### config.mk
export PLATFORM = sky130hd
export DESIGN_NAME = ervp_axi_burst_packer
export DESIGN_NICKNAME = d
export VERILOG_FILES = /design/src/rtl/ervp_axi_burst_packer.sv
export SDC_FILE = /design/constraint.sdc
export NUM_CORES = 1
export LEC_CHECK = 0
export CORE_MARGIN = 2
export CORE_UTILIZATION = 48
export CTS_BUF_LIST = sky130_fd_sc_hd__clkbuf_8
export DETAILED_ROUTE_END_ITERATION = 8
export PLACE_DENSITY = 0.81
export SLEW_MARGIN = 20
export SYNTH_ARGS = -nofsm -noshare
export SYNTH_HDL_FRONTEND = slang
export SYNTH_SLANG_ARGS = --single-unit
### constraint.sdc
create_clock -name clk -period 4.5 [get_ports clk]
set_input_delay 0.45 -clock clk [delete_from_list [all_inputs] [get_ports clk]]
set_output_delay 0.45 -clock clk [all_outputs]
set_load 0.005 [all_outputs]
### src/rtl/ervp_axi_burst_packer.sv
// Packs single-beat requests into AXI INCR bursts: contiguous beats with a matching
// ID and size are merged until a break, a full burst, a flush or an idle timeout.
`ifndef BW_AXI_ASIZE
`define BW_AXI_ASIZE 3
`endif
`ifndef BW_AXI_ALEN
`define BW_AXI_ALEN 8
`endif
`ifndef BW_AXI_ABURST
`define BW_AXI_ABURST 2
`endif

module ervp_axi_burst_packer #(
  parameter int BW_ADDR   = 32,
  parameter int BW_ID     = 4,
  parameter int MAX_BEATS = 16,
  parameter int TIMEOUT   = 8
) (
  input  logic                      clk,
  input  logic                      rst,
  input  logic                      flush,
  input  logic                      beat_valid,
  output logic                      beat_ready,
  input  logic [BW_ID-1:0]          beat_id,
  input  logic [BW_ADDR-1:0]        beat_addr,
  input  logic [`BW_AXI_ASIZE-1:0]  beat_size,
  output logic                      ax_valid,
  input  logic                      ax_ready,
  output logic [BW_ID-1:0]          ax_id,
  output logic [BW_ADDR-1:0]        ax_addr,
  output logic [`BW_AXI_ALEN-1:0]   ax_len,
  output logic [`BW_AXI_ASIZE-1:0]  ax_size,
  output logic [`BW_AXI_ABURST-1:0] ax_burst,
  output logic                      busy
);

  localparam int CNT_W  = $clog2(MAX_BEATS + 1);
  localparam int IDLE_W = (TIMEOUT > 1) ? $clog2(TIMEOUT) : 1;
  localparam logic [CNT_W-1:0]  MAX_CNT   = CNT_W'(MAX_BEATS);
  localparam logic [IDLE_W-1:0] IDLE_LAST = IDLE_W'(TIMEOUT - 1);

  typedef enum logic [1:0] {IDLE, ACCUM, ISSUE} state_t;

  state_t                     state, state_nxt;
  logic [CNT_W-1:0]           count, count_nxt;
  logic [IDLE_W-1:0]          idle_cnt, idle_cnt_nxt;
  logic [BW_ID-1:0]           start_id;
  logic [BW_ADDR-1:0]         start_addr;
  logic [`BW_AXI_ASIZE-1:0]   start_size;
  logic [BW_ADDR-1:0]         base_addr, next_addr;
  logic                       merge, load_start, ready_raw, issue;

  // The address the next beat must carry to extend the burst, kept inside one 4KB page.
  always_comb begin
    base_addr = start_addr & ~((BW_ADDR'(1) << start_size) - BW_ADDR'(1));
    next_addr = base_addr + (BW_ADDR'(count) << start_size);
    merge     = beat_valid && (beat_id == start_id) && (beat_size == start_size) &&
                (beat_addr == next_addr) && (count < MAX_CNT) &&
                (next_addr[BW_ADDR-1:12] == start_addr[BW_ADDR-1:12]);
  end

  // NOTE: every output of this block is given a default first so no path leaves one unassigned (no latches).
  always_comb begin
    state_nxt    = state;
    count_nxt    = count;
    idle_cnt_nxt = idle_cnt;
    load_start   = 1'b0;
    ready_raw    = 1'b0;
    unique case (state)
      IDLE: begin
        ready_raw = 1'b1;
        if (beat_valid) begin
          load_start   = 1'b1;
          count_nxt    = CNT_W'(1);
          idle_cnt_nxt = '0;
          state_nxt    = ACCUM;
        end
      end
      ACCUM: begin
        ready_raw = merge;
        if (merge) begin
          count_nxt    = count + CNT_W'(1);
          idle_cnt_nxt = '0;
          if ((count_nxt == MAX_CNT) || flush) state_nxt = ISSUE;
        end else if (beat_valid || (count == MAX_CNT) || flush || (idle_cnt == IDLE_LAST)) begin
          state_nxt = ISSUE;
        end else begin
          idle_cnt_nxt = idle_cnt + IDLE_W'(1);
        end
      end
      ISSUE: begin
        if (ax_ready) begin
          state_nxt    = IDLE;
          count_nxt    = '0;
          idle_cnt_nxt = '0;
        end
      end
      default: state_nxt = IDLE;
    endcase
  end

  // NOTE: sequential state uses non-blocking assignments so all registers update from pre-edge values.
  always_ff @(posedge clk) begin
    if (rst) begin
      state    <= IDLE;
      count    <= '0;
      idle_cnt <= '0;
    end else begin
      state    <= state_nxt;
      count    <= count_nxt;
      idle_cnt <= idle_cnt_nxt;
    end
  end

  // NOTE: the burst-start registers carry no reset; they are only observed after a load, and outputs are masked outside ISSUE.
  always_ff @(posedge clk) begin
    if (load_start) begin
      start_id   <= beat_id;
      start_addr <= beat_addr;
      start_size <= beat_size;
    end
  end

  always_comb begin
    issue      = (state == ISSUE) && !rst;
    beat_ready = ready_raw && !rst;
    busy       = (state != IDLE) && !rst;
    ax_valid   = issue;
    ax_id      = issue ? start_id : '0;
    ax_addr    = issue ? start_addr : '0;
    ax_len     = issue ? `BW_AXI_ALEN'(count - CNT_W'(1)) : '0;
    ax_size    = issue ? start_size : '0;
    ax_burst   = issue ? `BW_AXI_ABURST'(1) : '0;
  end

endmodule

After elaboration in Yosys (flattened, before gate mapping)
Cells that the tools add are included.
Cells by class
  add/sub/neg operators: 5
  magnitude comparators: 1
  eq/ne operators: 15
  shifts and indexed selects: 2
  muxes and demuxes: 23
  bitwise gates (word level): 2
  reduce and logical (&&, ||, !) cells: 19
Operator list (count)
  $add A32 B32 Y32: 1
  $and A32 B32 Y32: 1
  $eq A32 B32 Y1: 1
  $mux W32: 1
  $not A32 Y32: 1
  $shl A1 B3 Y32 const A: 1
  $shl A5 B3 Y32: 1
  $sub A32 B1 Y32 const B: 1
  $eq A20 B20 Y1: 1
  $mux W3: 5
  $mux W5: 3
  $pmux W5 S3: 1
  $reduce_and A4 Y1: 3
  $eq A5 B5 Y1 const B: 2
  $mux W2: 5
  $ne A3 B3 Y1 const B: 3
  $pmux W3 S3: 1
  $logic_and A1 B1 Y1: 8
  $mux W8: 1
  $ne A2 B2 Y1 const B: 3
  $pmux W2 S3: 1
  $sub A5 B1 Y6 const B: 1
  $add A5 B1 Y5 const B: 1
  $lt A5 B5 Y1 const B: 1
  other kinds (14): 19
Word-level totals
  flip-flop bits (word level): 49
  input bits: 44
  output and inout bits: 52
  logic and storage cells: 73

Longest topological paths before layout
  depth after elaboration: 11
  mapped depth: 23
  depth with buffers taken out: 17

Least setup slack after synthesis
Ideal clock, no wire load.
  path type: register to output
  start point: reg start_size[1]
  end point: out beat_ready
  arrival: 4.406 ns
  data required time: 4.050 ns
  setup slack: -0.356 ns
  cell stages (with the launch flop): 23
  path buffers: 7
  cells stage by stage: edfxtp_1 > buf_6 > clkbuf_1 > or3_1 > ha_1 > buf_2 > or3b_1 > buf_2 > clkbuf_1 > and2_1 > ha_1 > a21oi_1 > o211ai_1 > o211a_1 > clkbuf_1 > a32o_2 > a2111oi_4 > o2111ai_1 > nor4_1 > and3_1 > buf_6 > nand2_1 > a21oi_1
On the way
  word-level cells in the longest chain between the ends: 11
RTL lines
  start, declared: line 49  | logic [`BW_AXI_ASIZE-1:0] start_size;
  start signal, assigned: line 120  | start_size <= beat_size;
  $shl A1 B3 Y32: line 55  | base_addr = start_addr & ~((BW_ADDR'(1) << start_size) - BW_ADDR'(1));
  $sub A32 B1 Y32: line 55
  $not A32 Y32: line 55
  $and A32 B32 Y32: line 55
  $add A32 B32 Y32: line 56  | next_addr = base_addr + (BW_ADDR'(count) << start_size);
  $eq A32 B32 Y1: line 58  | (beat_addr == next_addr) && (count < MAX_CNT) &&
  $logic_and A1 B1 Y1: line 57  | merge = beat_valid && (beat_id == start_id) && (beat_size == start_size) &&
  $logic_and A1 B1 Y1: line 58
  $logic_and A1 B1 Y1 *: line 58
  $pmux W1 S2 *: line 69  | unique case (state)
  $logic_and A1 B1 Y1 *: line 126  | beat_ready = ready_raw && !rst;
  end, declared: line 23  | output logic beat_ready,
Mark *: on every way between the ends. The rest lies on a longest branch, timed or not.

Worst setup path in the final report
  start point: reg start_size[0]
  end point: out beat_ready
The elaborated chain is that of the path after synthesis.

==> metrics.md <==
| Metric | Value |
|---|---|
| Status | `finished, violations left` |
| Violated checks | `negative setup slack` |
| Share of cells above drive strength 1 | `20.2%` |
| Synth top area share | `26.0%` |
| TritonCTS buffer count | `5` |
| FF-to-FF Start | `start_size[0]$_DFFE_PP_` |
| Cell total after placement | `751` |
| Reg2reg setup slack | `0.09 ns` |
| Yosys warns | `0` |
| Syn Inst Count | `526` |
| DR vias | `4713` |
| Static Leakage | `2.59 nW` |
| Total GRT Usage | `28.8%` |
| Max Cap Viol | `0` |
| # hold bufs at CTS | `0` |
| Core Rows | `35` |
| Top-level I/O count | `96` |
| Commonest non-fill, non-tap cell in the layout | `clkdlybuf4s50_1` |
| Reg clk slew, reported paths | `0.10 ns` |
| WP data arrival | `4.40 ns` |
| Clk root buf | `clkbuf_8` |
| Vias/cell | `6.12` |
| Synth unique cells | `73` |
| Vias in the first global route | `4436` |
| Total iterations of the first detailed-routing run | `5` |
| Largest net degree at the start of global routing | `40` |
| Die area | `10200 um^2` |
| Clk sinks | `49` |
| Setup WS post-layout | `-0.354 ns` |
| Critical Path RT | `4.05 ns` |
| Min-Delay Path Class | `flip-flop to flip-flop` |
| Hold wc startpoint | `idle_cnt[1]$_SDFFE_PP0P_` |
| Highest-count cells in the layout ignoring fill and taps | `93 x clkdlybuf4s50_1, 58 x buf_4, 44 x nor2_1, 39 x edfxtp_1, 37 x nand2_1` |
| Family with the most delay on the worst path | `compound AO/OA/AOI/OAI gates` |
| VDD IR max | `0.182 mV` |
| Drt total wl | `14.9 mm` |
| Initial Util | `49.2%` |
| Count of buffer and inverter cells on the critical path | `3` |
| Top post-synthesis cells by area | `edfxtp_1 26%, ha_1 6.4%, xnor2_1 6.0%` |
| Asr flop ratio synth | `0%` |
| DRT antenna net count | `0` |
| Final cycle utilization of the critical path | `108%` |
| Synthesized Nets | `594` |
| Skew final | `0.00472 ns` |
| Pwr dens | `357 nW/um^2` |
| Max Root-Sink Buffers | `2` |
| Residual DRC | `0` |
| Avg WL per Cell | `19.3 um` |
| Overflow after GRT | `0` |
| Hold Crit Endpoint | `idle_cnt[1]$_SDFFE_PP0P_` |
| Post-synthesis area per instance | `8.56 um^2` |
| Max transition margin | `35.0%` |
| Hold Violations, Final | `0` |
| Least-Margin Pin Slew | `0.975 ns` |
| # nets final | `726` |
| Most used DFF post-synth | `edfxtp_1` |
| Worst-path fanout max | `7` |
| Layout fillers | `730` |
| Slowest-stage cell, CP | `edfxtp_1` |
| Type of the worst setup path | `flip-flop to primary output` |
| Worst skew pair latency | `0.32 ns` |
| Max-slew violations | `0` |
| Max Clock Freq | `206 MHz` |
| CP Launch Type | `flip-flop` |
| Post-synth EDFFs | `39` |
| Core box area | `9150 um^2` |
| Synth-to-layout area growth | `41.0%` |
| Fin cells | `770` |
| Dpl ws | `-0.396 ns` |
| Port-buffer cells | `94` |
| Iteration-0 DRC Markers | `279` |
| Tmin final | `4.85 ns` |
| Yosys top cell by area | `edfxtp_1` |
| First-pass GRT wire length | `22.9 mm` |
| Mapped Area | `4500 um^2` |
| FF-to-FF End | `idle_cnt[0]$_SDFFE_PP0P_` |
| Setup tns final | `-0.354 ns` |
| GPL Wtd Cong | `1.01` |
| Crit-path cells | `or3_4 -> ha_4 -> nor3_4 -> a21oi_2 -> o211a_1 -> ha_4 -> and3_4 -> a221o_1 -> buf_4 -> buf_6 -> a31oi_4 -> nor3b_2 -> a311oi_1 -> o2111ai_1 -> nor4_2 -> and3_4 -> nand2_2 -> a21oi_2 -> buf_2` |
| CTS tree | `yes` |
| Max incr delay on CP | `0.43 ns` |
| FF+latch count, synth | `49` |
| Initial antenna violation count | `0` |
| Die Wd | `101 um` |
| Antenna diodes | `0` |
| Hold depth | `2` |
| R2R depth | `17` |
| Crit. End Element | `primary output` |
| Sequential fraction of the synthesis area | `30.5%` |
| RSZ-0062 raised after global routing | `true` |
| Die Span Y | `101 um` |
| Detailed Place HPWL | `10.8 mm` |
| # setup viols final | `1` |
| CTS H-tree depth | `2` |
[worst max-delay path by stage]
stage | from | end | slack [ns] | cells past startpoint
finish | start_size[0]$_DFFE_PP_ | beat_ready | -0.35 | 19
global route | start_size[1]$_DFFE_PP_ | beat_ready | -0.48 | 19
CTS | start_size[1]$_DFFE_PP_ | beat_ready | -0.18 | 18
detailed placement | start_size[0]$_DFFE_PP_ | beat_ready | -0.40 | 17
global placement | start_size[0]$_DFFE_PP_ | beat_ready | -0.31 | 17
floorplan | start_size[0]$_DFFE_PP_ | beat_ready | 0.0002 | 22
[worst register-to-register path, cell delays in order, from the launching register on]
cell and delay (ns):
edfxtp_1 0.43, buf_8 0.19, nand2_1 0.13, ha_4 0.21, or3b_4 0.43, and2_4 0.18, ha_4 0.29, and3_4 0.19
a21boi_2 0.24, and3_4 0.24, buf_6 0.12, o211a_4 0.20, mux2_1 0.32, a22o_1 0.18, and3_4 0.18, buf_4 0.17
or4_1 0.48, a31oi_1 0.17
[where the power goes]
part	leakage [nW]	switching [mW]	internal, mW
sequential	0.452	0.0857	0.601
clock	0.0681	0.170	0.221
combinational	2.07	0.642	0.543
total	2.59	0.898	1.36
[kinds of logic (layout without fill, tap and decap cells)]
logic type	Yosys count	count (layout)	share of synthesized area [%]
simple gates	214	214	25.7
fa+ha+maj	24	24	6.84
buf+inv	62	195	5.98
compound gates	118	118	19.1
xor+xnor	42	42	8.17
flops	49	49	30.5
mux	16	16	3.64
other cells	1	1	0.0833
[cell usage after synthesis (all sizes together) (3+ instances only)]
cell and n:
nand2 38, nand4b 3, a31o 3, nor3 13
o211a 4, o2111ai 7, nand4 12, a2111oi 3
nor2b 7, xnor2 31, nor3b 8, buf 11
o211ai 6, a21o 6, or3 3, xor2 11
nor2 45, o21a 3, o21ai 19, clkbuf 23
nand2b 8, mux2i 13, or4 4, ha 23
nor4 4, a31oi 10, and3 40, inv 27
a21boi 5, o22ai 4, nand3 11, mux2 3
edfxtp 39, a21oi 24, a211oi 3, dfxtp 10
and2 12
[flip-flops by register name (all words and copies together) (netlist names)]
name        flops
state           2
count           5
start_addr     32
idle_cnt        3
start_id        4
start_size      3
[area by class of cell]
type	count	area (um^2)	area share [%]
Clock inverter	3	65.1	1.03
Multi-Input combinational cell	415	3140	49.5
Inverter	28	105	1.66
Sequential cell	49	1370	21.6
Clock buffer	5	68.8	1.08
Timing Repair Buffer	159	1450	22.9
Tap cell	111	139	2.19
[routing by layer]
layer	vias to the layer above	GRT usage [%]	part of all wire (%)
met5	-	0	0
met4	0	7.59	1.9
met3	24	2.84	6.8
met2	232	49.4	48
met1	2255	38.9	43
li1	2202	-	-
[per-stage QoR]
stage	power, mW	hold slack, ns	cell area (um^2)	util [%]
2_1_floorplan	1.37	0.458	4650	-
3_3_place_gp	1.75	0.472	5930	64.8
3_5_place_dp	1.78	0.490	5930	64.8
4_1_cts	2.21	0.507	6210	67.9
5_1_grt	2.39	0.547	6340	69.3
6_report	2.26	0.516	6340	69.3
[what timing repair did]
item	CTS	global route
pin swaps	19	19
setup buffers	6	6
endpoints found under the setup margin	4	9
resized for setup	24	19
(Power assumes the default switching activity.)
